<file path="src/rtl/example_producer_pkg.sv">
// Shared definitions for the example stream producer: generation modes, FSM states
// and the beat data pattern.
package example_producer_pkg;

    localparam int DISABLED  = 0;
    localparam int COUNTER   = 1;
    localparam int THROTTLED = 2;

    typedef enum logic [1:0] {
        S_IDLE = 2'd0,
        S_RUN  = 2'd1,
        S_GAP  = 2'd2
    } state_t;

    // Beat k carries its own index in the low word and the complement in the high word.
    function automatic logic [63:0] beat_data(input logic [31:0] k);
        return {~k, k};
    endfunction

endpackage

</file>
<file path="src/rtl/example_producer.sv">
// Burst stream producer: on start emits count_in beats of {~k, k}, either back-to-back
// or separated by GAP idle cycles, then pulses done_out.
module example_producer
    import example_producer_pkg::*;
#(
    parameter int MODE = COUNTER,
    parameter int GAP  = 4
) (
    input  logic        clk_in,
    input  logic        rst_n_in,
    input  logic        start_in,
    input  logic [31:0] count_in,
    output logic        busy_out,
    output logic        done_out,
    output logic [63:0] f2cData_out,
    output logic        f2cValid_out,
    input  logic        f2cReady_in,
    output state_t      state_out
);

    localparam logic [7:0] GAP_CYCLES = 8'(GAP);

    state_t      state;
    logic [31:0] remaining;
    logic [31:0] k;
    logic [7:0]  gap_cnt;
    logic [31:0] k_next;

    assign k_next    = k + 32'd1;
    assign state_out = state;

    // Handshake: a beat transfers on any rising edge where f2cValid_out and f2cReady_in
    // are both high; valid and data are registered and held until that transfer.
    always_ff @(posedge clk_in or negedge rst_n_in) begin
        if (!rst_n_in) begin
            state        <= S_IDLE;
            remaining    <= 32'd0;
            k            <= 32'd0;
            gap_cnt      <= 8'd0;
            busy_out     <= 1'b0;
            done_out     <= 1'b0;
            f2cValid_out <= 1'b0;
            f2cData_out  <= 64'd0;
        end else begin
            done_out <= 1'b0;
            case (state)
                S_IDLE: begin
                    if (start_in && (MODE != DISABLED)) begin
                        if (count_in == 32'd0) begin
                            done_out <= 1'b1;
                        end else begin
                            remaining    <= count_in;
                            k            <= 32'd0;
                            busy_out     <= 1'b1;
                            f2cValid_out <= 1'b1;
                            f2cData_out  <= beat_data(32'd0);
                            state        <= S_RUN;
                        end
                    end
                end
                S_RUN: begin
                    if (f2cReady_in) begin
                        k <= k_next;
                        if (remaining == 32'd1) begin
                            busy_out     <= 1'b0;
                            done_out     <= 1'b1;
                            f2cValid_out <= 1'b0;
                            f2cData_out  <= 64'd0;
                            state        <= S_IDLE;
                        end else begin
                            remaining <= remaining - 32'd1;
                            if (MODE == THROTTLED) begin
                                gap_cnt      <= GAP_CYCLES;
                                f2cValid_out <= 1'b0;
                                f2cData_out  <= 64'd0;
                                state        <= S_GAP;
                            end else begin
                                f2cData_out <= beat_data(k_next);
                            end
                        end
                    end
                end
                S_GAP: begin
                    // gap_cnt counts the idle cycles still to come, including this one.
                    if (gap_cnt == 8'd1) begin
                        gap_cnt      <= 8'd0;
                        f2cValid_out <= 1'b1;
                        f2cData_out  <= beat_data(k);
                        state        <= S_RUN;
                    end else begin
                        gap_cnt <= gap_cnt - 8'd1;
                    end
                end
                default: state <= S_IDLE;
            endcase
        end
    end

endmodule

</file>
<file path="config.mk">
export PLATFORM = sky130hd
export DESIGN_NAME = example_producer
export DESIGN_NICKNAME = d
export VERILOG_FILES = /design/src/rtl/example_producer_pkg.sv /design/src/rtl/example_producer.sv
export SDC_FILE = /design/constraint.sdc
export NUM_CORES = 1
export LEC_CHECK = 0
export BUFFER_PORTS_ARGS = -buffer_cell sky130_fd_sc_hd__buf_2
export CAP_MARGIN = 30
export CORE_MARGIN = 3
export CORE_UTILIZATION = 52
export CTS_CLUSTER_SIZE = 16
export DETAILED_ROUTE_END_ITERATION = 8
export PLACE_DENSITY = 0.74
export SYNTH_ARGS = -nofsm -noshare
export SYNTH_HDL_FRONTEND = slang
export SYNTH_SLANG_ARGS = --single-unit
export TNS_END_PERCENT = 5
</file>
<file path="constraint.sdc">
create_clock -name clk_in -period 1.8 [get_ports clk_in]
set_input_delay 0.09 -clock clk_in [delete_from_list [all_inputs] [get_ports clk_in]]
set_output_delay 0.09 -clock clk_in [all_outputs]
set_load 0.05 [all_outputs]
</file>
# [Word-level counts from Yosys, hierarchy flattened]
# Cells that the tools add are included.
[totals] register_bits=141 in_bits=36 elab_cells=67
[op_classes] addsub=3 eq_ne=10 mux=34 bitwise_logic=2 reduce_logical=10
[ops] op="64-bit two-way mux" n=5
[ops] op="32-bit two-way mux" n=7
[ops] op="64-bit case mux with 3 select lines" n=1
[ops] op="32-bit case mux with 2 select lines" n=2
[ops] op="32-bit NOT" n=2
[ops] op="32-bit by 1-bit adder with 32-bit output, second input constant" n=1
[ops] op="32-bit by 1-bit equality test with 1-bit output, second input constant" n=1
[ops] op="32-bit logical NOT" n=1
[ops] op="32-bit by 1-bit subtractor with 32-bit output, second input constant" n=1
[ops] op="5-bit AND reduction" n=4
[ops] op="2-bit inequality test, second input constant" n=6
[ops] op="2-bit two-way mux" n=5
[ops] op="1-bit two-way mux" n=9
[ops] op="8-bit by 1-bit equality test with 1-bit output, second input constant" n=1
[ops] op="8-bit two-way mux" n=1
[ops] op="8-bit by 1-bit subtractor with 8-bit output, second input constant" n=1
[ops] op="2-bit case mux with 3 select lines" n=1
[ops] op="6-bit AND reduction" n=1
[ops] op="1-bit case mux with 2 select lines" n=2
[ops] op="4-bit AND reduction" n=1
[ops] op="1-bit case mux with 3 select lines" n=1
[ops] op="3-bit nonzero test" n=1
[ops] op="2-bit by 1-bit equality test with 1-bit output, second input constant" n=1
[ops] op="2-bit equality test, second input constant" n=1
[ops] op="2 further kinds" n=2

# [Logic depth before layout (Yosys ltp)]
[depth] ltp_word=5 mapped_depth=8

# [Worst setup path after synthesis]
# OpenSTA, ideal clock, no wires.
[synth_timing] path_kind="reg-to-reg" startpoint="register busy_out (netlist name)" endpoint="register f2cData_out[55]" arrival_ns=1.971 t_required_ns=1.677 setup_slack_ns=-0.294 stages_incl_launch_ff=7 path_buffers=3 path_cell_list="dfrtp_1 and2_1 clkbuf_1 buf_2 buf_1 nand2_1 o221a_2"
[synth_rtl] element="end signal, assigned" line_no="example_producer.sv:56" rtl="f2cData_out <= beat_data(32'd0);"
[synth_rtl] element="end signal, assigned" line_no="example_producer.sv:78" rtl="f2cData_out <= beat_data(k_next);"
[synth_rtl] element="end signal, assigned" line_no="example_producer.sv:88" rtl="f2cData_out <= beat_data(k);"
[synth_rtl] element="end, declared" line_no="example_producer.sv:15" rtl="output logic [63:0] f2cData_out,"

# [Worst setup path after layout]
[layout_timing] startpoint="register k[17]" endpoint="register f2cData_out[26]"
[layout_between] elab_chain_len=4
[layout_rtl] element="start, declared" line_no="example_producer.sv:25" rtl="logic [31:0] k;"
[layout_rtl] element="start signal, assigned" line_no="example_producer.sv:63" rtl="k <= k_next;"
[layout_rtl] element="32-bit by 1-bit adder with 32-bit output" line_no="example_producer.sv:29" rtl="assign k_next = k + 32'd1;"
[layout_rtl] element="64-bit two-way mux" line_no="example_producer.sv:64" rtl="if (remaining == 32'd1) begin"
[layout_rtl] element="64-bit two-way mux" line_no="example_producer.sv:62" rtl="if (f2cReady_in) begin"
[layout_rtl] element="64-bit case mux with 3 select lines" line_no="example_producer.sv:46" rtl="case (state)"
# Every way passes these cells. The select of a mux whose other input is x is not followed.
# A chain may end at the register's enable or synchronous reset.

==> reports/results.tsv <==
stage	metric	value	unit
synth	synth warn	0	
routing	Pre-antenna DRT Iters	6	
critical_path	critical path class	reg -> reg	
finish	Antenna diodes	0	
routing	post-route ant nets	0	
place	PortBufs	103	
synth	ys async rst share	100.0	%
floorplan	Die Area	14590	um2
routing	initial detailed-routing violation count	737	
clocking	maximum buffer depth of the clock tree	2	
global_route	met3 GRT Util	7.203	%
sta	Slew HR	60.10	%
floorplan	die width	120.8	um
global_route	gr busiest metal	met2	
floorplan	Top-Level Pins	105	
clocking	clk sinks	130	
sta	setup TNS	-17.33	ns
routing	Residual DRC	0	
synth	synthesized area	6852	um2
clocking	clock-pin slew on the worst setup and hold paths	0.06	ns
finish	P&R area growth vs syn	46.64	%
global_route	met2 global-route usage	51.48	%
power	leakage	4.547	nW
sta	Final min period	2.140	ns
floorplan	core area	12770	um2
clocking	clock latency on the worst-skew pair	0.43	ns
outcome	status	complete, but fails checks	
critical_path	CP max FO	3	
routing	routed wire length	23620	um
outcome	violated checks	setup timing	
finish	Nets	986	
clocking	CTS tree	built	
place	Placer Congestion	0.9379	
critical_path	CP Launch Type	register	
power	Pwr Density	959.9	nW/um2
synth	syn_nets	726	
floorplan	Row Count	41	
worst_hold_path	Hold Crit Class	in -> reg	
synth	register area share after synthesis	47.48	%
worst_hold_path	hold path cells	3	
global_route	Congestion Overflow GR	0	
sta	RSZ-0062 raised after global routing	true	
sta	# setup viols final	107	
critical_path	R2R cell count	7	
global_route	vias in the first global route	7408	
sta	fin crit share	118.9	%
global_route	met1 usage	40.09	%
synth	Unique masters post-synth	74	
synth	Syn Inst Count	687	
finish	commonest non-fill, non-tap cells in the layout	buf_4, dfrtp_1, buf_2, nor3_1, nand2_1	
global_route	first-pass GRT wire length	36850	um
synth	number of synthesized flops with an enable pin	0	
sta	fmax	467.3	MHz
floorplan	Die H	120.8	um
clocking	CTS Buf Count	17	
routing	detailed-route via count	7322	
finish	final core utilization	78.66	%
synth	Post-Syn Area per Cell	9.973	um2
global_route	total track usage	31.66	%
sta	Pins Over Slew Limit	0	
routing	vias per cell	6.474	
synth	Yosys reg bits	130	
synth	ys flop type	dfrtp_1	
sta	Slew @ Worst Pin	0.5985	ns
global_route	initial antenna violation count	0	
finish	most common cell after layout, fill and taps aside	buf_4	
sta	final setup skew	0.007736	ns
clocking	H-tree depth	4	
routing	DR WL/cell	20.89	um
global_route	largest net degree at the start of global routing	40	
finish	Final Instance Area	10050	um2
job	max_cap viols	0	
place	Placed Instance Area	8798	um2
floorplan	initial core utilization	53.64	%
finish	layout cells sized above 1	42.96	%
sta	final hold violations	0	
sta	final setup margin	-0.3400	ns
critical_path	crit path DAT	2.46	ns
finish	fin cells	1131	
power	Worst VDD drop	0.6980	mV
clocking	Clock Tree Root	clkbuf_16	
place	placed cells	1084	
critical_path	Req. time, crit path	2.12	ns
critical_path	CP Capture Type	register	
place	DP HPWL	15190	um
[path summary, 6_finish.rpt]
path	startpoint	end	slack, ns
hold reg to reg	f2cData_out[2]$_DFFE_PN0P_	f2cData_out[2]$_DFFE_PN0P_	0.49
setup / recovery	k[17]$_DFFE_PN0P_	f2cData_out[26]$_DFFE_PN0P_	-0.34
hold / removal	count_in[12]	remaining[12]$_DFFE_PN0P_	0.02
max in group asynchronous	rst_n_in	k[25]$_DFFE_PN0P_	1.03
min in group asynchronous	rst_n_in	k[15]$_DFFE_PN0P_	0.21
setup reg to reg	k[17]$_DFFE_PN0P_	f2cData_out[26]$_DFFE_PN0P_	-0.34
[cells by family (layout without fill, tap and decap cells)]
family / Yosys count / in the layout / share of synthesized area (%)
and+or+nand+nor: 270 / 270 / 21.95
AOI/OAI and AO/OA: 189 / 189 / 21.33
DFF: 130 / 130 / 47.48
buffers and inverters: 65 / 337 / 4.711
xor gates and xnor gates: 18 / 18 / 2.301
muxes: 11 / 11 / 1.625
adders and majority gates: 3 / 3 / 0.5479
other: 1 / 1 / 0.05473
[flip-flops by register name, summed over array words and instances, names as in the netlist]
name / cells
remaining: 32
k: 32
busy_out: 1
f2cData_out: 64
done_out: 1
[where the power goes]
group / switching (mW) / internal [mW]
Clock: 1.33 / 2.25
Sequential: 0.251 / 3.20
Combinational: 1.54 / 1.07
Total: 3.13 / 6.51
[Yosys cell counts (9+ instances only)]
library cell | count | area share [%]
nand2_1 | 41 | 2.2
or4_1 | 9 | 0.99
nor4_1 | 22 | 2.0
buf_2 | 15 | 1.1
o31ai_1 | 9 | 0.99
clkbuf_1 | 24 | 1.3
nor3_1 | 67 | 4.9
dfrtp_1 | 130 | 47
o2bb2ai_1 | 12 | 1.5
a21oi_1 | 21 | 1.5
xnor2_1 | 9 | 1.2
nand4_1 | 17 | 1.6
inv_1 | 10 | 0.55
a22o_1 | 25 | 3.2
xor2_1 | 9 | 1.2
mux2i_1 | 10 | 1.5
nand3_1 | 24 | 1.8
a21o_1 | 24 | 2.6
o21ai_0 | 19 | 1.4
or3_1 | 11 | 1.0
nor2_1 | 34 | 1.9
o221a_2 | 10 | 1.6
[per-stage QoR]
stage	hold WS (ns)	total power, mW	setup slack (ns)
after floorplan	-0.2056	4.838	-0.1827
after global placement	0.1228	5.736	-0.2701
after detailed placement	0.1292	5.844	-0.3070
after CTS	0.0006233	9.515	-0.2343
after global routing	0.02363	10.00	-0.4249
final	0.01661	9.644	-0.3400
[critical path: stages, from the launching register on]
cell,delay [ns]
dfrtp_1,0.36
and4_4,0.24
buf_4,0.11
nand4_1,0.19
buf_4,0.23
nor4_1,0.51
xor2_1,0.17
a22o_1,0.22
[metal layers]
metal | share of wire (%) | wire length (um)
met4 | 4.0 | 955
met1 | 39 | 9157
met5 | 0 | 0
met3 | 8.4 | 1989
met2 | 49 | 11520
[cell type report]
cell class | count | area [um2]
Clock buffer | 19 | 452.9
Clock inverter | 12 | 157.7
Fill cell | 734 | 2726
Inverter | 11 | 41.29
Multi-Input combinational cell | 492 | 3735
Sequential cell | 130 | 3256
Tap cell | 172 | 215.2
Timing Repair Buffer | 295 | 2190
[timing repair]
| item | CTS | global route |
|---|---|---|
| hold endpoints to repair | 44 | 0 |
| endpoints found under the setup margin | 115 | 118 |
| gates cloned | 2 | 0 |
| hold buffers | 10 | 0 |
| pin swaps | 29 | 12 |
| gates resized for setup | 66 | 40 |
| setup buffers | 4 | 0 |
(Power assumes the default switching activity.)
